File: src/rtl/mem_byte_sequencer_if.sv
// Request/response bus between the core and mem_byte_sequencer.
interface mem_byte_sequencer_if;
    logic        req_valid;
    logic        req_ready;
    logic        req_write;
    logic [2:0]  req_funct3;
    logic [31:0] req_addr;
    logic [31:0] req_wdata;
    logic        resp_valid;
    logic        resp_error;
    logic [31:0] resp_rdata;

    modport master (
        output req_valid, req_write, req_funct3, req_addr, req_wdata,
        input  req_ready, resp_valid, resp_error, resp_rdata
    );

    modport slave (
        input  req_valid, req_write, req_funct3, req_addr, req_wdata,
        output req_ready, resp_valid, resp_error, resp_rdata
    );
endinterface

File: src/rtl/mem_byte_sequencer.sv
// Splits RISC-V loads/stores into byte accesses on a 2048x8 single-read/single-write array.
// Optional: define MEM_MISALIGN_TRAP_EN to reject misaligned halfword/word accesses.
module mem_byte_sequencer #(
    parameter int unsigned MEM_ADDR_WIDTH = 11
) (
    input  logic                      clk,
    input  logic                      rst_n,
    mem_byte_sequencer_if.slave       bus,
    output logic                      mem_write_enable,
    output logic [MEM_ADDR_WIDTH-1:0] mem_write_address,
    output logic [7:0]                mem_write_data,
    output logic                      mem_read_enable,
    output logic [MEM_ADDR_WIDTH-1:0] mem_read_address,
    input  logic [7:0]                mem_read_data
);

    localparam int unsigned AW = MEM_ADDR_WIDTH;

    typedef enum logic [1:0] {
        S_IDLE,
        S_WRITE,
        S_READ,
        S_RESP
    } state_e;

    state_e        state_q, state_d;
    logic [2:0]    cnt_q, cnt_d, cnt_nxt;
    logic [2:0]    len_q, len_d;
    logic          uns_q, uns_d;
    logic [AW-1:0] base_q, base_d;
    logic [31:0]   wdata_q, wdata_d;
    logic [31:0]   rbuf_q, rbuf_d, rbuf_merged;
    logic [1:0]    cap_idx;

    logic          we_d, re_d;
    logic [AW-1:0] waddr_d, raddr_d;
    logic [7:0]    wbyte_d;

    logic          resp_valid_q, resp_valid_d;
    logic          resp_error_q, resp_error_d;
    logic [31:0]   resp_rdata_q, resp_rdata_d;

    logic          ready_c, accept;
    logic          f3_ok, misaligned;
    logic [2:0]    req_len;
    logic [AW-1:0] req_base;

    assign ready_c        = (state_q == S_IDLE) && rst_n;
    assign accept         = bus.req_valid && ready_c;
    assign req_base       = bus.req_addr[AW-1:0];
    assign bus.req_ready  = ready_c;
    assign bus.resp_valid = resp_valid_q;
    assign bus.resp_error = resp_error_q;
    assign bus.resp_rdata = resp_rdata_q;

    if (AW < 32) begin : g_addr_hi
        logic unused_addr_hi;
        assign unused_addr_hi = ^bus.req_addr[31:AW];
    end

    // Extend an assembled little-endian load to 32 bits.
    function automatic logic [31:0] load_extend(input logic [31:0] raw,
                                                input logic [2:0]  len,
                                                input logic        uns);
        logic [31:0] res;
        case (len)
            3'd1:    res = uns ? {24'd0, raw[7:0]}  : {{24{raw[7]}}, raw[7:0]};
            3'd2:    res = uns ? {16'd0, raw[15:0]} : {{16{raw[15]}}, raw[15:0]};
            default: res = raw;
        endcase
        return res;
    endfunction

    // Request decode: access size and funct3 legality.
    always_comb begin
        req_len = 3'd1;
        f3_ok   = 1'b0;
        case (bus.req_funct3[1:0])
            2'b00:   req_len = 3'd1;
            2'b01:   req_len = 3'd2;
            2'b10:   req_len = 3'd4;
            default: req_len = 3'd1;
        endcase
        if (bus.req_write) begin
            f3_ok = !bus.req_funct3[2] && (bus.req_funct3[1:0] != 2'b11);
        end else begin
            f3_ok = (bus.req_funct3[1:0] != 2'b11) && !(bus.req_funct3[2] && bus.req_funct3[1]);
        end
    end

`ifdef MEM_MISALIGN_TRAP_EN
    assign misaligned = ((req_len == 3'd2) && bus.req_addr[0]) ||
                        ((req_len == 3'd4) && (bus.req_addr[1:0] != 2'b00));
`else
    assign misaligned = 1'b0;
`endif

    // Next-state and next-output logic.
    always_comb begin
        state_d      = state_q;
        cnt_d        = cnt_q;
        len_d        = len_q;
        uns_d        = uns_q;
        base_d       = base_q;
        wdata_d      = wdata_q;
        rbuf_d       = rbuf_q;
        we_d         = 1'b0;
        re_d         = 1'b0;
        waddr_d      = '0;
        raddr_d      = '0;
        wbyte_d      = '0;
        resp_valid_d = 1'b0;
        resp_error_d = resp_error_q;
        resp_rdata_d = resp_rdata_q;

        cnt_nxt     = cnt_q + 3'd1;
        cap_idx     = cnt_q[1:0] - 2'd1;
        rbuf_merged = rbuf_q;
        // Data read in the previous cycle belongs to byte cnt-1.
        if (cnt_q != 3'd0) begin
            rbuf_merged[{cap_idx, 3'b000} +: 8] = mem_read_data;
        end

        case (state_q)
            S_IDLE: begin
                if (accept) begin
                    base_d  = req_base;
                    wdata_d = bus.req_wdata;
                    len_d   = req_len;
                    uns_d   = bus.req_funct3[2];
                    cnt_d   = 3'd0;
                    rbuf_d  = '0;
                    if (!f3_ok || misaligned) begin
                        state_d      = S_RESP;
                        resp_valid_d = 1'b1;
                        resp_error_d = 1'b1;
                        resp_rdata_d = '0;
                    end else if (bus.req_write) begin
                        state_d = S_WRITE;
                        we_d    = 1'b1;
                        waddr_d = req_base;
                        wbyte_d = bus.req_wdata[7:0];
                    end else begin
                        state_d = S_READ;
                        re_d    = 1'b1;
                        raddr_d = req_base;
                    end
                end
            end
            S_WRITE: begin
                if (cnt_nxt < len_q) begin
                    cnt_d   = cnt_nxt;
                    we_d    = 1'b1;
                    waddr_d = base_q + AW'(cnt_nxt);
                    wbyte_d = wdata_q[{cnt_nxt[1:0], 3'b000} +: 8];
                end else begin
                    state_d      = S_RESP;
                    resp_valid_d = 1'b1;
                    resp_error_d = 1'b0;
                    resp_rdata_d = '0;
                end
            end
            S_READ: begin
                rbuf_d = rbuf_merged;
                cnt_d  = cnt_nxt;
                if (cnt_nxt < len_q) begin
                    re_d    = 1'b1;
                    raddr_d = base_q + AW'(cnt_nxt);
                end
                if (cnt_q == len_q) begin
                    state_d      = S_RESP;
                    resp_valid_d = 1'b1;
                    resp_error_d = 1'b0;
                    resp_rdata_d = load_extend(rbuf_merged, len_q, uns_q);
                end
            end
            S_RESP: begin
                state_d = S_IDLE;
            end
            default: begin
                state_d = S_IDLE;
            end
        endcase
    end

    // State and registered outputs.
    always_ff @(posedge clk) begin
        if (!rst_n) begin
            state_q           <= S_IDLE;
            cnt_q             <= '0;
            len_q             <= 3'd1;
            uns_q             <= 1'b0;
            base_q            <= '0;
            wdata_q           <= '0;
            rbuf_q            <= '0;
            mem_write_enable  <= 1'b0;
            mem_write_address <= '0;
            mem_write_data    <= '0;
            mem_read_enable   <= 1'b0;
            mem_read_address  <= '0;
            resp_valid_q      <= 1'b0;
            resp_error_q      <= 1'b0;
            resp_rdata_q      <= '0;
        end else begin
            state_q           <= state_d;
            cnt_q             <= cnt_d;
            len_q             <= len_d;
            uns_q             <= uns_d;
            base_q            <= base_d;
            wdata_q           <= wdata_d;
            rbuf_q            <= rbuf_d;
            mem_write_enable  <= we_d;
            mem_write_address <= waddr_d;
            mem_write_data    <= wbyte_d;
            mem_read_enable   <= re_d;
            mem_read_address  <= raddr_d;
            resp_valid_q      <= resp_valid_d;
            resp_error_q      <= resp_error_d;
            resp_rdata_q      <= resp_rdata_d;
        end
    end

endmodule

File: src/flat_wrapper.sv
// flat-port wrapper written by rule: the top's interface ports become plain ports
module mem_byte_sequencer_flat 
#(
    parameter int unsigned MEM_ADDR_WIDTH = 11
)
  (clk, rst_n, mem_write_enable, mem_write_address, mem_write_data, mem_read_enable, mem_read_address, mem_read_data, bus_req_valid, bus_req_write, bus_req_funct3, bus_req_addr, bus_req_wdata, bus_req_ready, bus_resp_valid, bus_resp_error, bus_resp_rdata);
  mem_byte_sequencer_if bus_i ();
  input  logic clk;
  input  logic rst_n;
  output logic mem_write_enable;
  output logic [MEM_ADDR_WIDTH-1:0] mem_write_address;
  output logic [7:0] mem_write_data;
  output logic mem_read_enable;
  output logic [MEM_ADDR_WIDTH-1:0] mem_read_address;
  input  logic [7:0] mem_read_data;
  input wire logic [$bits(bus_i.req_valid)-1:0] bus_req_valid;
  input wire logic [$bits(bus_i.req_write)-1:0] bus_req_write;
  input wire logic [$bits(bus_i.req_funct3)-1:0] bus_req_funct3;
  input wire logic [$bits(bus_i.req_addr)-1:0] bus_req_addr;
  input wire logic [$bits(bus_i.req_wdata)-1:0] bus_req_wdata;
  output wire logic [$bits(bus_i.req_ready)-1:0] bus_req_ready;
  output wire logic [$bits(bus_i.resp_valid)-1:0] bus_resp_valid;
  output wire logic [$bits(bus_i.resp_error)-1:0] bus_resp_error;
  output wire logic [$bits(bus_i.resp_rdata)-1:0] bus_resp_rdata;
  assign bus_i.req_valid = bus_req_valid;
  assign bus_i.req_write = bus_req_write;
  assign bus_i.req_funct3 = bus_req_funct3;
  assign bus_i.req_addr = bus_req_addr;
  assign bus_i.req_wdata = bus_req_wdata;
  assign bus_req_ready = bus_i.req_ready;
  assign bus_resp_valid = bus_i.resp_valid;
  assign bus_resp_error = bus_i.resp_error;
  assign bus_resp_rdata = bus_i.resp_rdata;
  mem_byte_sequencer #(.MEM_ADDR_WIDTH(MEM_ADDR_WIDTH)) u_core (.clk(clk), .rst_n(rst_n), .bus(bus_i), .mem_write_enable(mem_write_enable), .mem_write_address(mem_write_address), .mem_write_data(mem_write_data), .mem_read_enable(mem_read_enable), .mem_read_address(mem_read_address), .mem_read_data(mem_read_data));
endmodule
File: config.mk
export PLATFORM = sky130hd
export DESIGN_NAME = mem_byte_sequencer_flat
export DESIGN_NICKNAME = d
export VERILOG_FILES = /design/src/rtl/mem_byte_sequencer_if.sv /design/src/rtl/mem_byte_sequencer.sv /design/src/flat_wrapper.sv
export SDC_FILE = /design/constraint.sdc
export NUM_CORES = 1
export LEC_CHECK = 0
export CAP_MARGIN = 25
export CELL_PAD_IN_SITES_DETAIL_PLACEMENT = 1
export CELL_PAD_IN_SITES_GLOBAL_PLACEMENT = 2
export CORE_MARGIN = 4
export CORE_UTILIZATION = 32
export CTS_CLUSTER_SIZE = 40
export DETAILED_ROUTE_END_ITERATION = 12
export PLACE_DENSITY_LB_ADDON = 0.1
export SETUP_SLACK_MARGIN = 0.2
export SKIP_LAST_GASP = 1
export SYNTH_ARGS = -nofsm -noshare
export SYNTH_HDL_FRONTEND = slang
export SYNTH_SLANG_ARGS = --single-unit
File: constraint.sdc
create_clock -name clk -period 4.8 [get_ports clk]
set_input_delay 0.96 -clock clk [delete_from_list [all_inputs] [get_ports clk]]
set_output_delay 0.96 -clock clk [all_outputs]
set_load 0.01 [all_outputs]
==> flow_summary_export.csv, run 1 <==
group,metric,value,unit
worst_setup_path,critPathKind,"flop to flop",
routing,dr_total_vias,6107,
die,die_x,152,um
die,start_util,32.7,%
worst_setup_path,path_cells,"inv_1 > ha_1 > buf_4 > ha_1 > nand3b_1 > nand3_1 > and3_1 > nor2_1 > buf_4 > a22o_1",
die,die_y,152,um
worst_setup_path,cp.arrival,4090,ps
job,drv_cap,0,
cells_and_area,area_delta_synth_final,31.2,%
worst_setup_path,cp-start-kind,"flop",
die,rows,52,
placed_design,numPortBuffers,124,
clock_network,ctsHoldBuffers,0,
die,die_area,0.0231,mm2
worst_setup_path,required,5160,ps
timing,rsz0062_at_grt,"no",
die,core-area,0.0203,mm2
yosys,yosys.cell_types.count,55,
timing,worst_slew_pin_slew,1000,ps
clock_network,cts.sinks,150,
run_status,status,"finished, final reports clean",
die,io_pins,146,
global_routing,first_global_vias,6518,
timing,clock-skew-final,8.80,ps
timing,fmax,268,MHz
clock_network,postCtsSetupBuffers,0,
clock_network,cts_made_buffers,17,
routing,wl,21600,um
hold_path,min_path_type,"flop to flop",
timing,slew_violations,0,
routing,via_per_inst,5.28,
global_routing,grt_max_degree,69,
yosys,synth_area_leaders,"dfxtp_1, nand2_1, a22oi_1",
clock_network,cts_resized,0,
cells_and_area,layout-drive-gt1-share,6.88,%
routing,ant_nets,0,
timing,tns,0,ps
cells_and_area,n_antenna_cell,0,
clock_network,clock_latency,420,ps
cells_and_area,final_common_cell,"dfxtp_1",
power_and_ir_drop,power.density,447,mW/mm2
yosys,synth_ff_type,"dfxtp_1",
clock_network,path_clk_slew,60,ps
timing,period_needed,3730,ps
yosys,avgSynthCellArea,8.65,um2
worst_setup_path,slowest_delay,700,ps
yosys,syn_area,0.00664,mm2
power_and_ir_drop,ir_drop,268,uV
routing,drc,0,
global_routing,overflow,0,
yosys,synth_edf_count,0,
worst_setup_path,cp_max_fo,24,
timing,setup_violations,0,
yosys,seq_area_frac_synth,45.2,%
placed_design,place.gp.congestion,0.820,
worst_setup_path,end_kind,"flop",
placed_design,post-dp-hpwl,15400,um
yosys,synth_top_area_cell,"dfxtp_1",
cells_and_area,fin_nets,973,
cells_and_area,mostFrequentLayoutCells,"dfxtp_1, nand2_1, clkdlybuf4s50_1, nor2_1, o21ai_0",
clock_network,ctsHtreeMaxLevel,4,
cells_and_area,fill_cells,2372,
power_and_ir_drop,power_leakage,3.13,nW
yosys,syn_nets,867,
yosys,synth_seq_cells,150,
global_routing,grt_pass1_wl,34800,um
global_routing,grt_usage,18.5,%
yosys,ys.warnings.count,0,
yosys,syn_inst,768,
timing,final-hold-violation-count,0,
routing,wl_per_cell,18.6,um
clock_network,cts_tree,"done",
power_and_ir_drop,power,0.00390,W
global_routing,antenna_found_initial,1,
yosys,async_flop_share,0,%
timing,post-route-period-util,77.6,%
yosys,synth_top_area_share,45.2,%
cells_and_area,multiInputGateArea,0.00337,mm2
routing,first_pass_iters,5,
timing,max_slew_margin,33.1,%
clock_network,cts_root_buf,"clkbuf_16",
routing,drt_iter0_drc,358,
clock_network,clockBufferDepth,2,
worst_setup_path,slowest_stage,"dfxtp_1",
cells_and_area,seq_area,0.00300,mm2
synth_stat cells (all sizes together), types with 5 or more instances:
cell type / n
a21o: 5
a21oi: 39
a221o: 9
a22o: 24
a22oi: 41
a32oi: 11
and3: 6
buf: 9
clkbuf: 41
dfxtp: 150
ha: 19
inv: 17
mux2i: 7
mux4: 8
nand2: 132
nand2b: 11
nand3: 21
nor2: 76
nor2b: 12
nor3: 6
o21ai: 62
o311ai: 8
o31ai: 7
xnor2: 7
routing by layer:
metal  routed length, um  global-route usage (%)  part of all wire [%]  up-vias
met4                 246                    4.71                   1.1        2
met3                1210                    4.66                   5.6       21
met2                9540                    28.9                    44      161
li1                    -                       -                     -     2941
met5                   7                       0                 0.032        -
met1               10600                    25.7                    49     2982
worst max-delay path: cells and delay by family (launching register included):
family	cells	cell delay (ps)
AO/OA/AOI/OAI	1	210
buffers and inverters	3	910
adder cells (fa/ha/maj)	2	850
flip-flops	1	700
AND/OR/NAND/NOR	4	970
kinds of logic after synthesis:
family | count (synthesis) | share of synthesized area (%)
buffers and inverters | 68 | 4.16
DFF | 150 | 45.2
xor gates and xnor gates | 11 | 1.45
and+or+nand+nor | 279 | 18.2
AOI/OAI and AO/OA | 225 | 23.3
muxes | 15 | 3.77
adders and majority gates | 20 | 3.88
metrics by stage:
step                std cells  utilization (%)  hold slack [ps]  worst slack (ps)  instance area, um2
detailed placement       1123             39.9              452               992                8100
finish                   1157             42.9              456              1070                8720
CTS                      1155             42.9              460               992                8700
global placement         1123             39.9              443              1090                8100
floorplan                 768                -              433              1680                6640
global route             1157             42.9              472               690                8720
power by group:
part           switching, W  total, W  internal [W]
combinational      0.000743   0.00112      0.000376
sequential        0.0000707   0.00141       0.00134
clock              0.000539   0.00137      0.000831
total               0.00135   0.00390       0.00254
state kept, by name, indices dropped and copies added, names as in the netlist:
name / cells
u_core.cnt_q: 3
u_core.len_q: 3
u_core.uns_q: 1
u_core.mem_read_enable: 1
u_core.bus.resp_valid: 1
u_core.mem_read_address: 11
u_core.mem_write_data: 8
u_core.state_q: 2
u_core.bus.resp_error: 1
u_core.rbuf_q: 32
u_core.wdata_q: 32
u_core.bus.resp_rdata: 32
u_core.mem_write_address: 11
u_core.mem_write_enable: 1
u_core.base_q: 11
cell type report:
| class | instances | share of cell area [%] |
|---|---|---|
| Multi-Input combinational cell | 550 | 38.6 |
| Sequential cell | 150 | 34.5 |
| Timing Repair Buffer | 137 | 15.4 |
| Clock buffer | 20 | 5.12 |
| Tap cell | 270 | 3.88 |
| Clock inverter | 12 | 1.77 |
| Inverter | 18 | 0.775 |
final timing paths:
path | startpoint | to | slack (ps) | depth (start not counted)
hold reg to reg | u_core.wdata_q[19] | u_core.wdata_q[19] | 460 | 2
hold / removal | u_core.wdata_q[19] | u_core.wdata_q[19] | 460 | 2
setup / recovery | u_core.cnt_q[0] | u_core.bus.resp_rdata[27] | 1070 | 10
setup reg to reg | u_core.cnt_q[0] | u_core.bus.resp_rdata[27] | 1070 | 10
No activity file was read; power rests on OpenSTA's default activity.
==> inputs of run 2 (changes only) <==
CORE_UTILIZATION = 30   (was 32)
clock period = 3.65 ns   (was 4.8 ns; I/O delays follow)
==> flow_summary_export.csv, run 2 (synthesis results as in run 1) <==
group,metric,value,unit
cells_and_area,mostFrequentLayoutCells,"dfxtp_1, nand2_1, clkdlybuf4s50_1, nor2_1, o21ai_0",
timing,worst_slew_pin_slew,945,ps
timing,finalHoldWorstSlack,460,ps
worst_setup_path,slowest_delay,520,ps
timing,setup_violations,0,
global_routing,grt_max_degree,69,
worst_setup_path,cp.arrival,3410,ps
die,die_area,0.0246,mm2
placed_design,place_ws,320,ps
cells_and_area,area_delta_synth_final,33.1,%
die,io_pins,146,
clock_network,cts_tree,"done",
die,die_x,157,um
placed_design,place.gp.congestion,0.823,
timing,max_slew_margin,36.4,%
worst_setup_path,rrSetupSlack,610,ps
worst_setup_path,path_cells,"inv_1 > ha_2 > nand2b_1 > or4_4 > a221o_1 > a31oi_4 > a22o_1",
routing,via_per_inst,5.24,
global_routing,grt_pass1_wl,34800,um
clock_network,cts_made_buffers,17,
routing,dr_total_vias,6152,
routing,drc,0,
clock_network,cts.sinks,150,
routing,drt_iter0_drc,329,
clock_network,clock_latency,430,ps
worst_setup_path,r2r-start,"u_core.cnt_q[0]",
placed_design,numPortBuffers,124,
global_routing,overflow,0,
clock_network,path_clk_slew,70,ps
hold_path,hold_end,"u_core.bus.resp_rdata[4]",
worst_setup_path,slowest_stage,"ha_2",
global_routing,grt_usage,18.0,%
power_and_ir_drop,power,0.00529,W
cells_and_area,fin_nets,981,
job,drv_cap,0,
clock_network,cts_root_buf,"clkbuf_16",
timing,slew_violations,0,
timing,period_needed,3040,ps
worst_setup_path,r2r_cells,7,
timing,rsz0062_at_grt,"no",
global_routing,antenna_found_initial,0,
timing,tns,0,ps
die,rows,54,
run_status,status,"finished, final reports clean",
routing,wl_per_cell,18.7,um
die,die_y,157,um
clock_network,clockBufferDepth,2,
hold_path,hold_depth,2,
hold_path,worstHoldStart,"u_core.bus.resp_rdata[4]",
routing,ant_nets,0,
power_and_ir_drop,ir_drop,374,uV
hold_path,min_path_type,"flop to flop",
global_routing,first_global_vias,6342,
worst_setup_path,required,4020,ps
clock_network,ctsHtreeMaxLevel,4,
timing,final-hold-violation-count,0,
cells_and_area,layout-drive-gt1-share,8.16,%
clock_network,ctsHoldBuffers,0,
routing,first_pass_iters,5,
die,start_util,30.4,%
worst_setup_path,cp-start-kind,"flop",
die,core-area,0.0218,mm2
timing,clock-skew-final,11.3,ps
worst_setup_path,cp_max_fo,16,
worst_setup_path,reg2reg_to,"u_core.bus.resp_rdata[22]",
cells_and_area,final_common_cell,"dfxtp_1",
placed_design,post-dp-hpwl,16000,um
power_and_ir_drop,power.density,599,mW/mm2
timing,fmax,329,MHz
worst_setup_path,critPathKind,"flop to flop",
power_and_ir_drop,power_leakage,3.19,nW
timing,post-route-period-util,83.3,%
worst_setup_path,end_kind,"flop",
cells_and_area,n_antenna_cell,0,
timing,worst_slack,611,ps
routing,wl,22000,um
## run 2: cell types whose count changed in the layout (fill, tap and decap cells not counted), sizes merged
cell	delta
clkbuf	-3
inv	+4
bufinv	+1
clkinv	-4
buf	+10
## run 2: worst max-delay path by stage
stage	end	startpoint	cells past startpoint	slack [ps]
floorplan	u_core.mem_write_address[8]	u_core.cnt_q[0]	12	530
global placement	u_core.bus.resp_rdata[28]	u_core.cnt_q[0]	7	400
detailed placement	u_core.bus.resp_rdata[22]	u_core.cnt_q[0]	7	320
CTS	u_core.bus.resp_rdata[22]	u_core.cnt_q[0]	7	300
global route	u_core.bus.resp_rdata[14]	u_core.cnt_q[0]	9	370
finish	u_core.bus.resp_rdata[22]	u_core.cnt_q[0]	7	610
## run 2: worst max-delay path: cells and delay by family (launching register included)
family,cells,cell delay (ps)
AO/OA/AOI/OAI,3,1100
adder cells (fa/ha/maj),1,520
buffers and inverters,1,100
flip-flops,1,480
AND/OR/NAND/NOR,2,780
## run 2: timing repair
| item | CTS | global route |
|---|---|---|
| endpoints found under the setup margin | 0 | 24 |
| endpoints found under the hold margin | 0 | 0 |
| resized for setup | 0 | 2 |
| setup buffers | 0 | 0 |
## run 2: per-stage QoR
step                      area (um2)  std cells  utilization (%)
final                           8840       1175             40.5
after global routing            8840       1175             40.5
after CTS                       8820       1174             40.4
after detailed placement        8180       1142             37.5
after global placement          8180       1142             37.5
after floorplan                 6640        768                -
## run 2: cell type report
type	count	area (um2)
Clock buffer	19	443
Clock inverter	13	194
Fill cell	2537	13000
Inverter	18	67.6
Multi-Input combinational cell	550	3370
Sequential cell	150	3000
Tap cell	280	350
Timing Repair Buffer	145	1410
## run 2: routing by layer
layer	up-vias	global-route usage, %	wire (um)
li1	2965	-	-
met1	3019	25.5	10800
met2	146	27.8	9770
met3	22	4.45	1110
met4	0	4.30	261
met5	-	0	0
## run 2: power breakdown
part           switching (W)  internal (W)  total [W]
logic               0.000995      0.000534    0.00153
clock network       0.000746       0.00117    0.00192
registers          0.0000874       0.00176    0.00184
